$ cat src/rtl/clk_tick_pkg.sv
// Shared types and constants for the clk_tick_ctrl clock-enable scheduler.
package clk_tick_pkg;

    typedef enum logic [1:0] {
        IDLE  = 2'd0,
        RUN   = 2'd1,
        DRAIN = 2'd2
    } clk_tick_state_e;

    localparam int unsigned CLK_TICK_DIV_W_DEF = 16;

endpackage

$ cat src/rtl/clk_tick_chan.sv
// One tick channel: shadow/active divisor and enable, period counter, tick register, drain halt.
module clk_tick_chan
    import clk_tick_pkg::*;
#(
    parameter int unsigned DIV_W = CLK_TICK_DIV_W_DEF
) (
    input  logic             clk,
    input  logic             rst_n,
    input  logic             idle_i,
    input  logic             drain_i,
    input  logic             wr_i,
    input  logic [DIV_W-1:0] wr_div_i,
    input  logic             wr_en_i,
    output logic             tick_o,
    output logic             running_o
);

    logic [DIV_W-1:0] shadow_div_q, shadow_div_d;
    logic             shadow_en_q, shadow_en_d;
    logic [DIV_W-1:0] act_div_q, act_div_d;
    logic             act_en_q, act_en_d;
    logic [DIV_W-1:0] cnt_q, cnt_d;
    logic             tick_q, tick_d;
    logic             halted_q, halted_d;
    logic [DIV_W-1:0] last_cnt;
    logic             wrap;

    // A divisor of 0 behaves as 1, so the terminal count is 0 in both cases.
    assign last_cnt  = (act_div_q == '0) ? '0 : act_div_q - DIV_W'(1);
    assign wrap      = (cnt_q == last_cnt);
    assign running_o = act_en_q && !halted_q;
    assign tick_o    = tick_q;

    always_comb begin
        shadow_div_d = shadow_div_q;
        shadow_en_d  = shadow_en_q;
        act_div_d    = act_div_q;
        act_en_d     = act_en_q;
        cnt_d        = cnt_q;
        tick_d       = 1'b0;
        halted_d     = halted_q;

        if (idle_i) begin
            cnt_d    = '0;
            halted_d = 1'b0;
            if (wr_i) begin
                shadow_div_d = wr_div_i;
                shadow_en_d  = wr_en_i;
                act_div_d    = wr_div_i;
                act_en_d     = wr_en_i;
            end
        end else begin
            if (wr_i) begin
                shadow_div_d = wr_div_i;
                shadow_en_d  = wr_en_i;
                // A stopped channel has no period in flight, so it can start right away.
                if (!act_en_q && wr_en_i) begin
                    act_div_d = wr_div_i;
                    act_en_d  = 1'b1;
                    cnt_d     = '0;
                end
            end
            if (running_o) begin
                if (wrap) begin
                    cnt_d     = '0;
                    tick_d    = 1'b1;
                    act_div_d = shadow_div_d;
                    act_en_d  = shadow_en_d;
                    if (drain_i) begin
                        halted_d = 1'b1;
                    end
                end else begin
                    cnt_d = cnt_q + DIV_W'(1);
                end
            end else begin
                if (!(wr_i && !act_en_q && wr_en_i)) begin
                    cnt_d = '0;
                end
            end
        end
    end

    always_ff @(posedge clk or negedge rst_n) begin
        if (!rst_n) begin
            shadow_div_q <= DIV_W'(1);
            shadow_en_q  <= 1'b0;
            act_div_q    <= DIV_W'(1);
            act_en_q     <= 1'b0;
            cnt_q        <= '0;
            tick_q       <= 1'b0;
            halted_q     <= 1'b0;
        end else begin
            shadow_div_q <= shadow_div_d;
            shadow_en_q  <= shadow_en_d;
            act_div_q    <= act_div_d;
            act_en_q     <= act_en_d;
            cnt_q        <= cnt_d;
            tick_q       <= tick_d;
            halted_q     <= halted_d;
        end
    end

endmodule

$ cat src/rtl/clk_tick_ctrl.sv
// Multi-channel clock-enable scheduler: start/stop/drain FSM, config decode, NUM_CH tick channels.
// Optional CLK_TICK_CNT_EN adds a 32-bit count of channel-0 ticks on port tick_cnt.
module clk_tick_ctrl
    import clk_tick_pkg::*;
#(
    parameter int unsigned CLK_FREQ = 100,
    parameter int unsigned NUM_CH   = 4,
    parameter int unsigned DIV_W    = CLK_TICK_DIV_W_DEF,
    localparam int unsigned CH_W    = (NUM_CH > 1) ? $clog2(NUM_CH) : 1
) (
    input  logic              clk,
    input  logic              rst_n,
    input  logic              cfg_valid,
    output logic              cfg_ready,
    input  logic [CH_W-1:0]   cfg_ch,
    input  logic [DIV_W-1:0]  cfg_div,
    input  logic              cfg_en,
    input  logic              start,
    input  logic              stop,
    output logic              busy,
    output logic [NUM_CH-1:0] tick
`ifdef CLK_TICK_CNT_EN
    ,
    output logic [31:0]       tick_cnt
`endif
);

    if (NUM_CH < 1 || NUM_CH > 16 || CLK_FREQ == 0) begin : g_bad_param
        $error("clk_tick_ctrl: unsupported parameter values");
    end

    clk_tick_state_e   state_q, state_d;
    logic [NUM_CH-1:0] running;
    logic              idle, drain, cfg_acc, start_acc;

    assign idle      = (state_q == IDLE);
    assign drain     = (state_q == DRAIN);
    assign cfg_ready = !drain;
    assign busy      = !idle;
    assign cfg_acc   = cfg_valid && cfg_ready;
    assign start_acc = idle && start && !stop;

    always_comb begin
        state_d = state_q;
        case (state_q)
            IDLE:    if (start && !stop) state_d = RUN;
            RUN:     if (stop) state_d = DRAIN;
            DRAIN:   if (running == '0) state_d = IDLE;
            default: state_d = IDLE;
        endcase
    end

    always_ff @(posedge clk or negedge rst_n) begin
        if (!rst_n) begin
            state_q <= IDLE;
        end else begin
            state_q <= state_d;
        end
    end

    // Out-of-range channel numbers match no channel, so such writes are accepted and dropped.
    for (genvar i = 0; i < NUM_CH; i++) begin : g_ch
        logic wr;
        assign wr = cfg_acc && (32'(cfg_ch) == 32'(i));

        clk_tick_chan #(
            .DIV_W (DIV_W)
        ) u_chan (
            .clk       (clk),
            .rst_n     (rst_n),
            .idle_i    (idle),
            .drain_i   (drain),
            .wr_i      (wr),
            .wr_div_i  (cfg_div),
            .wr_en_i   (cfg_en),
            .tick_o    (tick[i]),
            .running_o (running[i])
        );
    end

`ifdef CLK_TICK_CNT_EN
    logic [31:0] tick_cnt_q;

    always_ff @(posedge clk or negedge rst_n) begin
        if (!rst_n) begin
            tick_cnt_q <= '0;
        end else if (start_acc) begin
            tick_cnt_q <= '0;
        end else if (tick[0]) begin
            tick_cnt_q <= tick_cnt_q + 32'd1;
        end
    end

    assign tick_cnt = tick_cnt_q;
`else
    // No channel-0 tick counter in this build.
`endif

endmodule

$ cat config.mk
export PLATFORM = sky130hd
export DESIGN_NAME = clk_tick_ctrl
export DESIGN_NICKNAME = d
export VERILOG_FILES = /design/src/rtl/clk_tick_pkg.sv /design/src/rtl/clk_tick_chan.sv /design/src/rtl/clk_tick_ctrl.sv
export SDC_FILE = /design/constraint.sdc
export NUM_CORES = 1
export LEC_CHECK = 0
export ABC_CLOCK_PERIOD_IN_PS = 4600
export CORE_MARGIN = 3
export CORE_UTILIZATION = 45
export CTS_CLUSTER_SIZE = 14
export DETAILED_ROUTE_END_ITERATION = 10
export PLACE_DENSITY_LB_ADDON = 0.25
export SLEW_MARGIN = 40
export SYNTH_ARGS = -nofsm -noshare
export SYNTH_HDL_FRONTEND = slang
export SYNTH_HIERARCHICAL = 1
export SYNTH_SLANG_ARGS = --single-unit
export TNS_END_PERCENT = 100
$ cat constraint.sdc
create_clock -name clk -period 4.6 [get_ports clk]
set_clock_uncertainty 0.05 [all_clocks]
set_input_delay 0.69 -clock clk [delete_from_list [all_inputs] [get_ports clk]]
set_output_delay 0.69 -clock clk [all_outputs]
set_load 0.03 [all_outputs]
# ---- Yosys cells after proc, flatten, opt, wreduce, memory -nomap -nowiden
# Index checks and enable logic that the tools add are counted.
dict set report op_classes {
  n_div 0
  n_mul 0
  mux 113
  shifts 0
  bitwise 0
  n_addsub 8
  reduce_logical 58
  eq_ne 24
  magnitude_cmp 0
}
# operator n
set ops {}
lappend ops {{$mux 16} 56}
lappend ops {{$add 16x1->16 const B} 4}
lappend ops {{$eq 16x16->1} 4}
lappend ops {{$logic_not 16->1} 4}
lappend ops {{$sub 16x1->16 const B} 4}
lappend ops {{$mux 1} 53}
lappend ops {{$ne 4x2->1 const B} 8}
lappend ops {{$logic_and 1x1->1} 22}
lappend ops {{$reduce_bool 2->1} 9}
lappend ops {{$reduce_and 3->1} 5}
lappend ops {{$ne 2x1->1 const B} 6}
lappend ops {{$logic_not 1->1} 11}
lappend ops {{$reduce_and 2->1} 4}
lappend ops {{$eq 2x2->1 const B} 3}
lappend ops {{$mux 2} 3}
lappend ops {{$pmux 2 s3} 1}
lappend ops {{$eq 2x1->1 const B} 2}
lappend ops {{$logic_not 2->1} 2}
lappend ops {{$logic_not 4->1} 1}
lappend ops {{$ne 2x2->1 const B} 1}
dict set report word_totals {
  memories 0
  mem_bits_rw 0
  inputBits 24
  regBits 210
  out_inout_bits 6
  latchBits 0
  rom_bits 0
}

# ---- Longest topological paths before layout
dict set report depth {
  word_depth 9
  ltp_mapped 13
}

# ---- By module
# Netlist, hierarchy kept.
# mod cells_each area_each_um2 seq_area_each_um2 instances
set by_module_without_submodules {}
lappend by_module_without_submodules {{clk_tick_chan (g_ch[0].u_chan ...)} 378 3701.0 1303.8 2}
lappend by_module_without_submodules {{clk_tick_chan (g_ch[3].u_chan)} 351 3514.6 1303.8 1}
lappend by_module_without_submodules {{clk_tick_chan (g_ch[2].u_chan)} 344 3410.8 1303.8 1}
lappend by_module_without_submodules {clk_tick_ctrl 17 142.6 50.0 1}

# ---- Worst setup path before layout
# OpenSTA, ideal clock, no wires.
dict set report synth_path {
  path_kind {register to register}
  startpoint {register g_ch[0].u_chan.act_div_q[1]}
  endpoint {register g_ch[0].u_chan.act_div_q[9]}
  t_required_ns 4.456
  setup_ns 0.094
  slack_ns 1.148
  synth_period_minus_slack_ns 3.452
  stages_incl_launch_ff 14
  arrival_time_ns 3.309
  cell_sequence {dfrtp_1 inv_1 ha_1 buf_4 or4b_1 buf_6 nor4_4 nor2_1 mux2_4 or4_4 nor4_4 buf_6 nor3_1 a221oi_2}
}
dict set report synth_between {
  elab_chain_len 6
}
# element line_no
set synth_lines {}
lappend synth_lines {{from (decl)} clk_tick_chan.sv:20} ;# logic [DIV_W-1:0] act_div_q, act_div_d;
lappend synth_lines {{from (signal assigned)} clk_tick_chan.sv:95} ;# act_div_q <= act_div_d;
lappend synth_lines {{$sub 16x1->16 or $logic_not 16->1 (tied branches)} clk_tick_chan.sv:29} ;# assign last_cnt = (act_div_q == '0) ? '0 : act_div_q - DIV_W'(1);
lappend synth_lines {{$mux 16 *} clk_tick_chan.sv:29}
lappend synth_lines {{$eq 16x16->1 *} clk_tick_chan.sv:30} ;# assign wrap = (cnt_q == last_cnt);
lappend synth_lines {{$mux 16 *} clk_tick_chan.sv:64} ;# if (wrap) begin
lappend synth_lines {{$mux 16 *} clk_tick_chan.sv:63} ;# if (running_o) begin
lappend synth_lines {{$mux 16 *} clk_tick_chan.sv:43} ;# if (idle_i) begin
# Every way passes the cells marked *; elsewhere a longest branch is shown, timed or not.
# A chain may end at the register's enable or synchronous reset.

# ---- Final worst setup path
dict set report layout_path {
  startpoint {register g_ch[0].u_chan.act_div_q[1]}
  endpoint {register g_ch[0].u_chan.act_div_q[13]}
}
# The elaborated chain is that of the path after synthesis.

==> impl_metrics.prom <==
# TYPE chip_impl_metric gauge
chip_impl_metric{name="synth.yosys.seq_area_share",unit=""} 0.364
chip_impl_metric{name="avg_wl_per_cell",unit="µm"} 19.4
chip_impl_metric{name="cts_inserted_buffers",unit=""} 25
chip_impl_metric{name="timing.final.setup_violations",unit=""} 0
chip_impl_metric{name="ys_async_sr_fraction",unit=""} 1.00
chip_impl_metric{name="core",unit="µm²"} 31600
chip_impl_metric{name="total_area_of_sequential_cells",unit="µm²"} 5270
chip_impl_info{name="critical_path.endpoint_type",value="flip-flop"} 1
chip_impl_metric{name="final_nets",unit=""} 1466
chip_impl_metric{name="grt_start_max_net_pins",unit=""} 88
chip_impl_metric{name="final_layout_setup_total_negative_slack",unit="ns"} 0
chip_impl_metric{name="critical_path_required",unit="ns"} 4.96
chip_impl_metric{name="slew_viol_final",unit=""} 0
chip_impl_metric{name="max_slew.worst_pin.slew",unit="ns"} 0.833
chip_impl_info{name="ranking_of_synthesized_cells_by_instance_count",value="sky130_fd_sc_hd__dfrtp_1 (202), sky130_fd_sc_hd__nor2_1 (187), sky130_fd_sc_hd__mux2_2 (117), sky130_fd_sc_hd__clkbuf_1 (68), sky130_fd_sc_hd__nor3_1 (66)"} 1
chip_impl_info{name="synthTopCellsByArea",value="sky130_fd_sc_hd__dfrtp_1 (35%), sky130_fd_sc_hd__mux2_2 (9.1%), sky130_fd_sc_hd__nor2_1 (4.9%)"} 1
chip_impl_metric{name="finish.cell_count_without_fillers",unit=""} 1852
chip_impl_metric{name="pwr_density_cell",unit="nW/µm²"} 523
chip_impl_metric{name="postSynthNetCount",unit=""} 1500
chip_impl_metric{name="multi_input_comb_area",unit="µm²"} 8420
chip_impl_metric{name="gp_congestion",unit=""} 0.885
chip_impl_metric{name="postSynthAreaPerCell",unit="µm²"} 9.86
chip_impl_metric{name="dieArea",unit="µm²"} 34300
chip_impl_metric{name="start_util",unit=""} 0.457
chip_impl_info{name="status",value="finished, final reports clean"} 1
chip_impl_metric{name="pre_cts_slack",unit="ns"} 0.654
chip_impl_metric{name="clk_latency",unit="ns"} 0.52
chip_impl_metric{name="diodes",unit=""} 0
chip_impl_info{name="grt_most_used_layer",value="met2"} 1
chip_impl_metric{name="synthDistinctLibCells",unit=""} 94
chip_impl_info{name="tritoncts",value="done"} 1
chip_impl_info{name="worst_path_dominant_cell_family",value="simple AND/OR/NAND/NOR gates"} 1
chip_impl_metric{name="placedCellCount",unit=""} 1807
chip_impl_metric{name="groute.layer.met1.usage",unit=""} 0.302
chip_impl_metric{name="grt_use_total",unit=""} 0.209
chip_impl_metric{name="drv_cap",unit=""} 0
chip_impl_metric{name="clkSinkCount",unit=""} 210
chip_impl_info{name="critPathMostFrequentCell",value="sky130_fd_sc_hd__nor4_4"} 1
chip_impl_metric{name="cts_setup_buffers",unit=""} 0
chip_impl_metric{name="ioPinCount",unit=""} 30
chip_impl_info{name="yosys.area.top_type",value="sky130_fd_sc_hd__dfrtp_1"} 1
chip_impl_metric{name="synth_top_area_share",unit=""} 0.349
chip_impl_metric{name="chipWidth",unit="µm"} 185
chip_impl_info{name="worst_setup_path_start_kind",value="flip-flop"} 1
chip_impl_metric{name="globalRoute.totalOverflow",unit=""} 0
chip_impl_metric{name="detailed_place_hpwl",unit="mm"} 24.3
chip_impl_metric{name="drt.antenna.violating_nets",unit=""} 0
chip_impl_metric{name="static-leakage-power",unit="nW"} 5.86
chip_impl_metric{name="final_critical_path_setup_slack",unit="ns"} 0.635
chip_impl_info{name="worst_path_max_delay_cell",value="sky130_fd_sc_hd__or4b_1"} 1
chip_impl_metric{name="timing.final.hold_violations",unit=""} 0
chip_impl_info{name="critical_path_cell_by_cell",value="inv_1 -> ha_1 -> or4b_1 -> nor4_4 -> nor2_1 -> mux2_4 -> or4_4 -> nor4_4 -> buf_4 -> nor3_1 -> a221oi_1"} 1
chip_impl_metric{name="grt_pass1_vias",unit=""} 10906
chip_impl_metric{name="maxClockFrequency",unit="GHz"} 0.252
chip_impl_metric{name="post-route-min-period",unit="ns"} 3.97
chip_impl_metric{name="cts.hold.buffers_added",unit=""} 0
chip_impl_metric{name="clock_tree.buffer_depth",unit=""} 3
chip_impl_metric{name="cpPeakStageDelay",unit="ns"} 0.68
chip_impl_metric{name="layout_worst_path_cycle_share",unit=""} 0.862
chip_impl_metric{name="nFillCells",unit=""} 2899
chip_impl_metric{name="area_growth_syn_to_layout",unit="%"} 8.34
chip_impl_metric{name="path_buf_inv",unit=""} 2
chip_impl_info{name="timing.setup.critical_path_class",value="reg2reg"} 1
chip_impl_info{name="synth_ff_type",value="sky130_fd_sc_hd__dfrtp_1"} 1
chip_impl_metric{name="gr-usage-met2",unit=""} 0.339
chip_impl_metric{name="arrival",unit="ns"} 4.33
chip_impl_metric{name="antenna_violations_before_repair",unit=""} 0
chip_impl_metric{name="cts_clock_pin_slew_for_the_worst_setup_and_hold_paths",unit="ns"} 0.06
chip_impl_metric{name="ir_worst_vdd",unit="mV"} 0.305
chip_impl_info{name="synth.most_common_cell",value="sky130_fd_sc_hd__dfrtp_1"} 1
chip_impl_metric{name="post_route_cells_drive_above_1_share",unit=""} 0.203
chip_impl_metric{name="synth-edff-count",unit=""} 0
chip_impl_metric{name="timing.max_slew.rel_slack",unit=""} 0.441
chip_impl_metric{name="drt-total-wl",unit="mm"} 35.9
chip_impl_info{name="min_path_type",value="in2async"} 1
chip_impl_info{name="clk_root_buffer_cell",value="sky130_fd_sc_hd__clkbuf_16"} 1
chip_impl_metric{name="post_route_core_utilization",unit=""} 0.496
chip_impl_metric{name="placementRows",unit=""} 65
chip_impl_metric{name="drc",unit=""} 0
chip_impl_metric{name="crit_path_max_fanout",unit=""} 34
chip_impl_metric{name="met3_usage",unit=""} 0.0287
chip_impl_metric{name="detailed_route_via_count",unit=""} 11260
chip_impl_metric{name="ctsHtreeMaxLevel",unit=""} 1
chip_impl_metric{name="netlist_area",unit="µm²"} 14500
chip_impl_metric{name="first_pass_grt_wire_length",unit="mm"} 59.1
chip_impl_metric{name="synthesis.yosys.warnings",unit=""} 6
chip_impl_metric{name="chipHeight",unit="µm"} 185
chip_impl_metric{name="drt_iter0_drc",unit=""} 760
chip_impl_metric{name="post_cts.resized_instances",unit=""} 0
chip_impl_metric{name="iteration_count_of_the_initial_detailed_routing_pass",unit=""} 6
chip_impl_metric{name="vias_per_cell",unit=""} 6.08
chip_impl_metric{name="netlist_instances",unit=""} 1468
chip_impl_metric{name="io_buffer_count",unit=""} 29
chip_impl_info{name="rsz_0062_raised_after_global_routing",value="no"} 1
chip_impl_metric{name="synth-seq-cells",unit=""} 210
layout make-up:
cell class                      count  area share
Multi-Input combinational cell   1105       0.537
Sequential cell                   210       0.336
Clock buffer                       38      0.0462
Timing Repair Buffer               56      0.0348
Tap cell                          402      0.0321
Inverter                           36     0.00894
Clock inverter                      5     0.00479
registers in the layout, summed over array words and instances, names as in the netlist:
signal	cells
state_q	2
g_ch.u_chan/act_div_q	64
g_ch.u_chan/shadow_en_q	4
g_ch.u_chan/act_en_q	4
g_ch.u_chan/halted_q	4
g_ch.u_chan/shadow_div_q	64
g_ch.u_chan/tick_o	4
g_ch.u_chan/cnt_q	64
report_power, final:
group	total [W]	switching [W]	internal, W
Clock	0.00195	0.000765	0.00119
Combinational	0.00309	0.00165	0.00144
Sequential	0.00315	0.000742	0.00241
Total	0.00820	0.00316	0.00504
routing by layer:
metal  share of wire  up-vias
met5               0        -
met4           0.014        0
li1                -     5394
met2            0.46      237
met3           0.045       35
met1            0.48     5594
cell families (layout without fill, tap and decap cells):
kind of cell    after synthesis  in the layout  synth area share
xor+xnor                    114            114            0.0719
buf+inv                     153            135            0.0555
fa+ha+maj                     8              8           0.00692
simple gates                563            563             0.221
flops                       210            210             0.364
compound gates              236            236             0.143
mux                         184            184             0.138
path summary, 6_finish.rpt:
check,slack [ns],startpoint,cells past startpoint,endpoint
max in group asynchronous,3.36,rst_n,3,state_q[0]$_DFFE_PN0P_
worst max register to register,0.63,g_ch[0].u_chan/act_div_q[1]$_DFFE_PN0P_,11,g_ch[0].u_chan/act_div_q[13]$_DFFE_PN0P_
worst min-delay path,0.04,rst_n,1,g_ch[0].u_chan/cnt_q[8]$_DFFE_PN0P_
min in group clk,0.42,state_q[1]$_DFFE_PN0P_,1,state_q[0]$_DFFE_PN0P_
worst max-delay path,0.63,g_ch[0].u_chan/act_div_q[1]$_DFFE_PN0P_,11,g_ch[0].u_chan/act_div_q[13]$_DFFE_PN0P_
worst min register to register,0.42,state_q[1]$_DFFE_PN0P_,1,state_q[0]$_DFFE_PN0P_
placed cells by master, fill, tap and decap left out, types with 28 or more instances in the layout:
cell                              count
sky130_fd_sc_hd__xnor2_1             62
sky130_fd_sc_hd__nor2_1             187
sky130_fd_sc_hd__clkdlybuf4s50_1     28
sky130_fd_sc_hd__nor3_1              66
sky130_fd_sc_hd__xor2_1              49
sky130_fd_sc_hd__nand3_1             49
sky130_fd_sc_hd__a221oi_2            33
sky130_fd_sc_hd__mux2i_1             65
sky130_fd_sc_hd__inv_1               34
sky130_fd_sc_hd__dfrtp_1            202
sky130_fd_sc_hd__nand4_1             28
sky130_fd_sc_hd__nand2_1             42
sky130_fd_sc_hd__nor4_1              31
sky130_fd_sc_hd__mux2_2             117
sky130_fd_sc_hd__a21oi_1             32
through the flow:
stage | power [W] | area (µm²) | hold slack (ns)
2_1_floorplan | 0.00556 | 14500 | 0.344
3_3_place_gp | 0.00616 | 14800 | 0.398
3_5_place_dp | 0.00626 | 14800 | 0.409
4_1_cts | 0.00825 | 15600 | 0.0436
5_1_grt | 0.00877 | 15700 | 0.0643
6_report | 0.00820 | 15700 | 0.0359
Power figures use the tool's default switching activity.
